File: src/rtl/mem_arb_pkg.sv
// Shared types for the two-requester memory arbiter.
package mem_arb_pkg;

  typedef enum logic [1:0] {
    IDLE,
    SERVE_I,
    SERVE_D
  } arb_state_t;

  typedef enum logic {
    REQ_I,
    REQ_D
  } req_id_t;

endpackage

File: src/rtl/mem_arbiter.sv
// Arbitrates an instruction (I) and a data (D) requester onto one memory port.
// Define ARB_ROUND_ROBIN_EN for round-robin tie-breaking; default is fixed D priority.
module mem_arbiter
  import mem_arb_pkg::*;
#(
  parameter int unsigned BURST_LEN = 32
) (
  input  logic                 clk,
  input  logic                 rst,

  input  logic                 i_read,
  input  logic                 i_write,
  input  logic [31:0]          i_address,
  input  logic [BURST_LEN-1:0] i_wdata,
  input  logic [3:0]           i_byte_enable,
  output logic                 i_resp,
  output logic [BURST_LEN-1:0] i_rdata,

  input  logic                 d_read,
  input  logic                 d_write,
  input  logic [31:0]          d_address,
  input  logic [BURST_LEN-1:0] d_wdata,
  input  logic [3:0]           d_byte_enable,
  output logic                 d_resp,
  output logic [BURST_LEN-1:0] d_rdata,

  output logic                 mem_read,
  output logic                 mem_write,
  output logic [31:0]          mem_address,
  output logic [BURST_LEN-1:0] mem_wdata,
  output logic [3:0]           mem_byte_enable,
  input  logic                 mem_resp,
  input  logic [BURST_LEN-1:0] mem_rdata
);

  arb_state_t           state_q;
  logic                 mem_read_q;
  logic                 mem_write_q;
  logic [31:0]          mem_address_q;
  logic [BURST_LEN-1:0] mem_wdata_q;
  logic [3:0]           mem_byte_enable_q;

  logic                 i_pend;
  logic                 d_pend;
  req_id_t              winner;
  logic                 win_read;
  logic                 win_write;
  logic [31:0]          win_address;
  logic [BURST_LEN-1:0] win_wdata;
  logic [3:0]           win_byte_enable;

  assign i_pend = i_read | i_write;
  assign d_pend = d_read | d_write;

`ifdef ARB_ROUND_ROBIN_EN
  req_id_t last_grant_q;

  // Reset value marks I as last granted, so the first tie goes to D.
  always_ff @(posedge clk or negedge rst) begin
    if (!rst) begin
      last_grant_q <= REQ_I;
    end else if (state_q == IDLE && (i_pend || d_pend)) begin
      last_grant_q <= winner;
    end
  end

  always_comb begin
    winner = REQ_I;
    if (i_pend && d_pend) begin
      winner = (last_grant_q == REQ_D) ? REQ_I : REQ_D;
    end else if (d_pend) begin
      winner = REQ_D;
    end
  end
`else
  always_comb begin
    winner = d_pend ? REQ_D : REQ_I;
  end
`endif

  always_comb begin
    win_read        = i_read;
    win_write       = i_write;
    win_address     = i_address;
    win_wdata       = i_wdata;
    win_byte_enable = i_byte_enable;
    if (winner == REQ_D) begin
      win_read        = d_read;
      win_write       = d_write;
      win_address     = d_address;
      win_wdata       = d_wdata;
      win_byte_enable = d_byte_enable;
    end
  end

  always_ff @(posedge clk or negedge rst) begin
    if (!rst) begin
      state_q           <= IDLE;
      mem_read_q        <= 1'b0;
      mem_write_q       <= 1'b0;
      mem_address_q     <= '0;
      mem_wdata_q       <= '0;
      mem_byte_enable_q <= '0;
    end else begin
      unique case (state_q)
        IDLE: begin
          if (i_pend || d_pend) begin
            state_q           <= (winner == REQ_D) ? SERVE_D : SERVE_I;
            // A simultaneous read+write request is issued as a write only.
            mem_read_q        <= win_read & ~win_write;
            mem_write_q       <= win_write;
            mem_address_q     <= win_address;
            mem_wdata_q       <= win_wdata;
            mem_byte_enable_q <= win_byte_enable;
          end
        end
        SERVE_I, SERVE_D: begin
          if (mem_resp) begin
            state_q     <= IDLE;
            mem_read_q  <= 1'b0;
            mem_write_q <= 1'b0;
          end
        end
        default: begin
          state_q     <= IDLE;
          mem_read_q  <= 1'b0;
          mem_write_q <= 1'b0;
        end
      endcase
    end
  end

  assign mem_read        = mem_read_q;
  assign mem_write       = mem_write_q;
  assign mem_address     = mem_address_q;
  assign mem_wdata       = mem_wdata_q;
  assign mem_byte_enable = mem_byte_enable_q;

  always_comb begin
    i_resp  = (state_q == SERVE_I) && mem_resp;
    d_resp  = (state_q == SERVE_D) && mem_resp;
    i_rdata = i_resp ? mem_rdata : '0;
    d_rdata = d_resp ? mem_rdata : '0;
  end

endmodule

File: config.mk
export PLATFORM = sky130hd
export DESIGN_NAME = mem_arbiter
export DESIGN_NICKNAME = d
export VERILOG_FILES = /design/src/rtl/mem_arb_pkg.sv /design/src/rtl/mem_arbiter.sv
export SDC_FILE = /design/constraint.sdc
export NUM_CORES = 1
export LEC_CHECK = 0
export ABC_AREA = 1
export CORE_AREA = 2 2 119 121
export DETAILED_ROUTE_END_ITERATION = 10
export DIE_AREA = 0 0 121 123
export DONT_BUFFER_PORTS = 1
export GPL_ROUTABILITY_DRIVEN = 0
export HOLD_SLACK_MARGIN = 0.06
export PLACE_DENSITY = 0.41
export SLEW_MARGIN = 40
export SYNTH_ARGS = -nofsm -noshare
export SYNTH_HDL_FRONTEND = slang
export SYNTH_SLANG_ARGS = --single-unit
File: constraint.sdc
create_clock -name clk -period 1.7 [get_ports clk]
set_clock_uncertainty 0.05 [all_clocks]
set_input_delay 0.17 -clock clk [delete_from_list [all_inputs] [get_ports clk]]
set_output_delay 0.17 -clock clk [all_outputs]
set_load 0.005 [all_outputs]
# Word level (Yosys, flattened, before mapping)
# Cells that the tools add are included.
[word_totals] inputBits=175 elab_cells=38 ff_bits=72
[classes] n_bitwise=4 n_eq_ne=4 reduce_logical=7 n_mux=17
[op_table] operator="32-bit two-way mux" n=4
[op_table] operator="1-bit two-way mux" n=6
[op_table] operator="2-bit two-way mux" n=3
[op_table] operator="4-bit two-way mux" n=1
[op_table] operator="2-bit inequality test (second input constant)" n=2
[op_table] operator="1-bit one-hot mux with 2 select lines" n=2
[op_table] operator="2-bit one-hot mux with 2 select lines" n=1
[op_table] operator="2-bit AND reduction" n=2
[op_table] operator="2-bit by 1-bit equality test with 1-bit output (second input constant)" n=1
[op_table] operator="2-bit equality test (second input constant)" n=1
[op_table] operator="1-bit logical AND" n=2
[op_table] operator="2-bit zero test" n=1
[op_table] operator="1-bit bitwise OR" n=2
[op_table] operator="2-bit OR reduction" n=1
[op_table] operator="1-bit AND" n=1
[op_table] operator="1-bit logical OR" n=1
[op_table] operator="1-bit NOT" n=1

# Depth between registers and ports, before layout
[depth] ltp_word=7 mapped_depth=8

# Least setup slack after synthesis
# No wires, ideal clock.
[synth_path] path_type="reg2reg" startpoint="reg state_q[0]" endpoint="reg mem_address_q[0] (netlist: mem_address[0])" synth_period_minus_slack_ns=1.361 t_arrival_ns=1.194 required_time_ns=1.534 setup_time_ns=0.116 n_path_buf=2 stages_incl_launch_ff=8 path_slack_ns=0.339 path_cell_list="dfrtp_1 > inv_1 > ha_1 > nand2_2 > buf_4 > buf_4 > nand2_1 > nand2_1"
[synth_between] elab_chain_len=2
[synth_rtl] element="from (decl)" line="mem_arbiter.sv:36" source="arb_state_t state_q;"
[synth_rtl] element="from (signal assigned)" line="mem_arbiter.sv:108" source="state_q <= (winner == REQ_D) ? SERVE_D : SERVE_I;"
[synth_rtl] element="2-bit zero test" line="mem_arbiter.sv:105" source="unique case (state_q)"
[synth_rtl] element="2-bit AND reduction (no line)"
[synth_rtl] element="to (signal assigned)" line="mem_arbiter.sv:112" source="mem_address_q <= win_address;"
[synth_rtl] element="to (decl)" line="mem_arbiter.sv:39" source="logic [31:0] mem_address_q;"
# No other way between the ends.
# A chain may end at the register's enable or synchronous reset.

# Worst setup path in the final report
[layout_path] startpoint="reg state_q[0]" endpoint="out d_rdata[15]"
[layout_between] elab_chain_len=3
[layout_rtl] element="2-bit equality test" line="mem_arbiter.sv:141" source="d_resp = (state_q == SERVE_D) && mem_resp;"
[layout_rtl] element="1-bit logical AND" line="mem_arbiter.sv:141"
[layout_rtl] element="32-bit two-way mux" line="mem_arbiter.sv:143" source="d_rdata = d_resp ? mem_rdata : '0;"
[layout_rtl] element="to (decl)" line="mem_arbiter.sv:25" source="output logic [BURST_LEN-1:0] d_rdata,"
# No other way between the ends.

==> flow_summary.ini <==
[place]
pre_cts_ws_ns = 0.2189
hpwl_um = 9433
io_buffers = 0
place_inst = 807

[final_layout]
diodes = 0
layout.cells.non_filler = 957
layout-drive-gt1-share_pct = 4.376
utilization_pct = 43.10
syn_to_final_growth_pct = 44.10
nets = 951

[clock_tree]
cts_tree = done
cts_num_sinks = 72
cts_buffers = 9
cts_max_level = 3
clk_pin_slew_ns = 0.05
cts_buffer_depth = 2
cts_root_buffer = clkbuf_16
worstSkewPairLatency_ns = 0.32
hold_buffers = 134

[detailed_routing]
first_pass_iters = 4
routed_wl_um = 13840
via_count = 4434
ant_nets = 0
drc = 0
wl_per_cell_um = 14.46
drtIter0Drc = 201
vias_per_cell = 4.633

[timing]
finalWorstSetupSlack_ns = 0.07134
setup_tns_ns = 0
rsz0062_at_grt = false
setup_viol = 0
hold_viol = 72
finalMaxSlewViolations = 0
fin_crit_ns = 1.629
hold_slack_ns = -0.5085
fmax_ghz = 0.6140
timing.final.crit_share_pct = 95.80
tightest_slew_ns = 0.4493
relSlewSlack_pct = 70.04

[power_and_ir_drop]
p_leak_nw = 3.298
peakVddDrop_mv = 0.6458
total_power_mw = 7.633
power_density_mw_per_mm2 = 1301

[floorplan]
fp-row-count = 43
fp.dieH_um = 123
ios = 311
dieArea_mm2 = 0.01488
die_x_um = 121
initial_core_util_pct = 29.91
core_area_mm2 = 0.01361

[worst_setup_path]
crit_arrival_ns = 1.41
critPathKind = flip-flop to primary output
cp-end-kind = primary output
worst_ep_required_time_ns = 1.48
start_kind = flip-flop
crit_fanout = 5

[logic_synthesis]
syn_inst = 648
yosysUniqueCellTypes = 16
synth_top_area_share_pct = 44.25
synth_flop_cell = dfrtp_1
synthesis.area_mm2 = 0.004071
yosys_warnings = 0
ys_top_cells_by_count = nand2_1 (422), dfrtp_1 (72), nor2_1 (67)
synth_area_leaders = dfrtp_1 (44%), nand2_1 (39%), nor2_1 (6.2%)
synth_seq_cells = 72
synth_edf_count = 0
synth_nets = 826
yosysMostFrequentCell = nand2_1
synthArstFlopShare_pct = 100.0
postSynthAreaPerCell_um2 = 6.283
synth_top_area_cell = dfrtp_1
ys_seq_area_share_pct = 44.25

[global_route]
track_usage_pct = 18.32
overflow = 0
grt_pass1_wl_um = 21210
antenna_found_initial = 0
grt_max_degree = 73
grt_pass1_vias = 4387

[flow_run]
max_cap_viol_count = 0

[status]
status = finished with violations
failed_checks = hold timing

[worst_hold_path]
holdCritPathClass = primary input to async pin
==> repair_timing <==
| item | 4_1_cts | 5_1_grt |
|---|---|---|
| setup buffers | 0 | 0 |
| setup endpoints to repair | 1 | 4 |
| endpoints found under the hold margin | 139 | 72 |
| gates resized for setup | 2 | 1 |
| pin swaps | 0 | 1 |
| gates cloned | 1 | 0 |
==> cells by family (layout without fill, tap and decap cells) <==
family                     after synthesis  after routing  synth area share (%)
and+or+nand+nor                        497            497                 46.37
buffers and inverters                   75            204                 8.328
AOI/OAI and AO/OA                        1              1                0.1228
DFF                                     72             72                 44.25
adders and majority gates                3              3                0.9220
==> worst max-delay path, cell delays in order, from the launching register on <==
cell and delay [ns]:
dfrtp_1 0.40, inv_2 0.07, ha_1 0.16, nand2_2 0.10, nor2_1 0.21, buf_4 0.16
==> area by class of cell <==
cell class | count | area (µm²)
Tap cell | 180 | 225.2
Inverter | 41 | 153.9
Sequential cell | 72 | 1802
Fill cell | 1385 | 7745
Multi-Input combinational cell | 501 | 1933
Timing Repair Buffer | 148 | 1498
Clock inverter | 4 | 22.52
Clock buffer | 11 | 232.7
==> registers in the layout, summed over array words and instances (netlist names) <==
name and count:
mem_read 1, mem_address 32, mem_write 1, mem_wdata 32, state_q 2, mem_byte_enable 4
==> power by group <==
part           switching [mW]  internal (mW)  total, mW
clock                   0.687          0.972       1.66
sequential              0.800           2.55       3.35
combinational            1.58           1.04       2.62
==> metal layers <==
layer	global-route usage [%]	share of wire (%)
met4	10.61	5.1
met5	0	0
met1	17.47	35
met3	5.581	8.1
met2	34.62	52
==> stage by stage <==
step                area (µm²)  hold WS (ns)
floorplan                 4071       -0.1756
global placement          4259       -0.1729
detailed placement        4259       -0.1731
CTS                       5867       -0.5253
global route              5867       -0.5356
finish                    5867       -0.5085
==> final timing paths <==
path / cells past startpoint / slack [ns] / endpoint / start
setup / recovery: 5 / 0.07 / d_rdata[15] / state_q[0]
hold / removal: 0 / -0.51 / mem_address[26] / rst
setup reg to reg: 7 / 0.25 / mem_address[25] / state_q[1]
hold reg to reg: 2 / 0.46 / state_q[1] / state_q[1]
max in group asynchronous: 0 / 1.96 / state_q[0] / rst
min in group clk: 4 / 0.06 / mem_address[10] / d_address[10]
==> cells in the final DEF (no fill, tap or decap) <==
cell type and count:
nor2_1 67, inv_2 3, nor2_4 1, nand2_1 421, dlygate4sd3_1 134, buf_2 1
clkbuf_1 2, buf_12 4, clkinvlp_4 1, buf_6 1, ha_1 3, nand4_1 3
o21ai_0 1, inv_1 38, nand2_2 3, clkinv_2 3, clkbuf_16 9, nand3_1 2
dfrtp_1 72, buf_4 8
No activity file was read; power rests on OpenSTA's default activity.
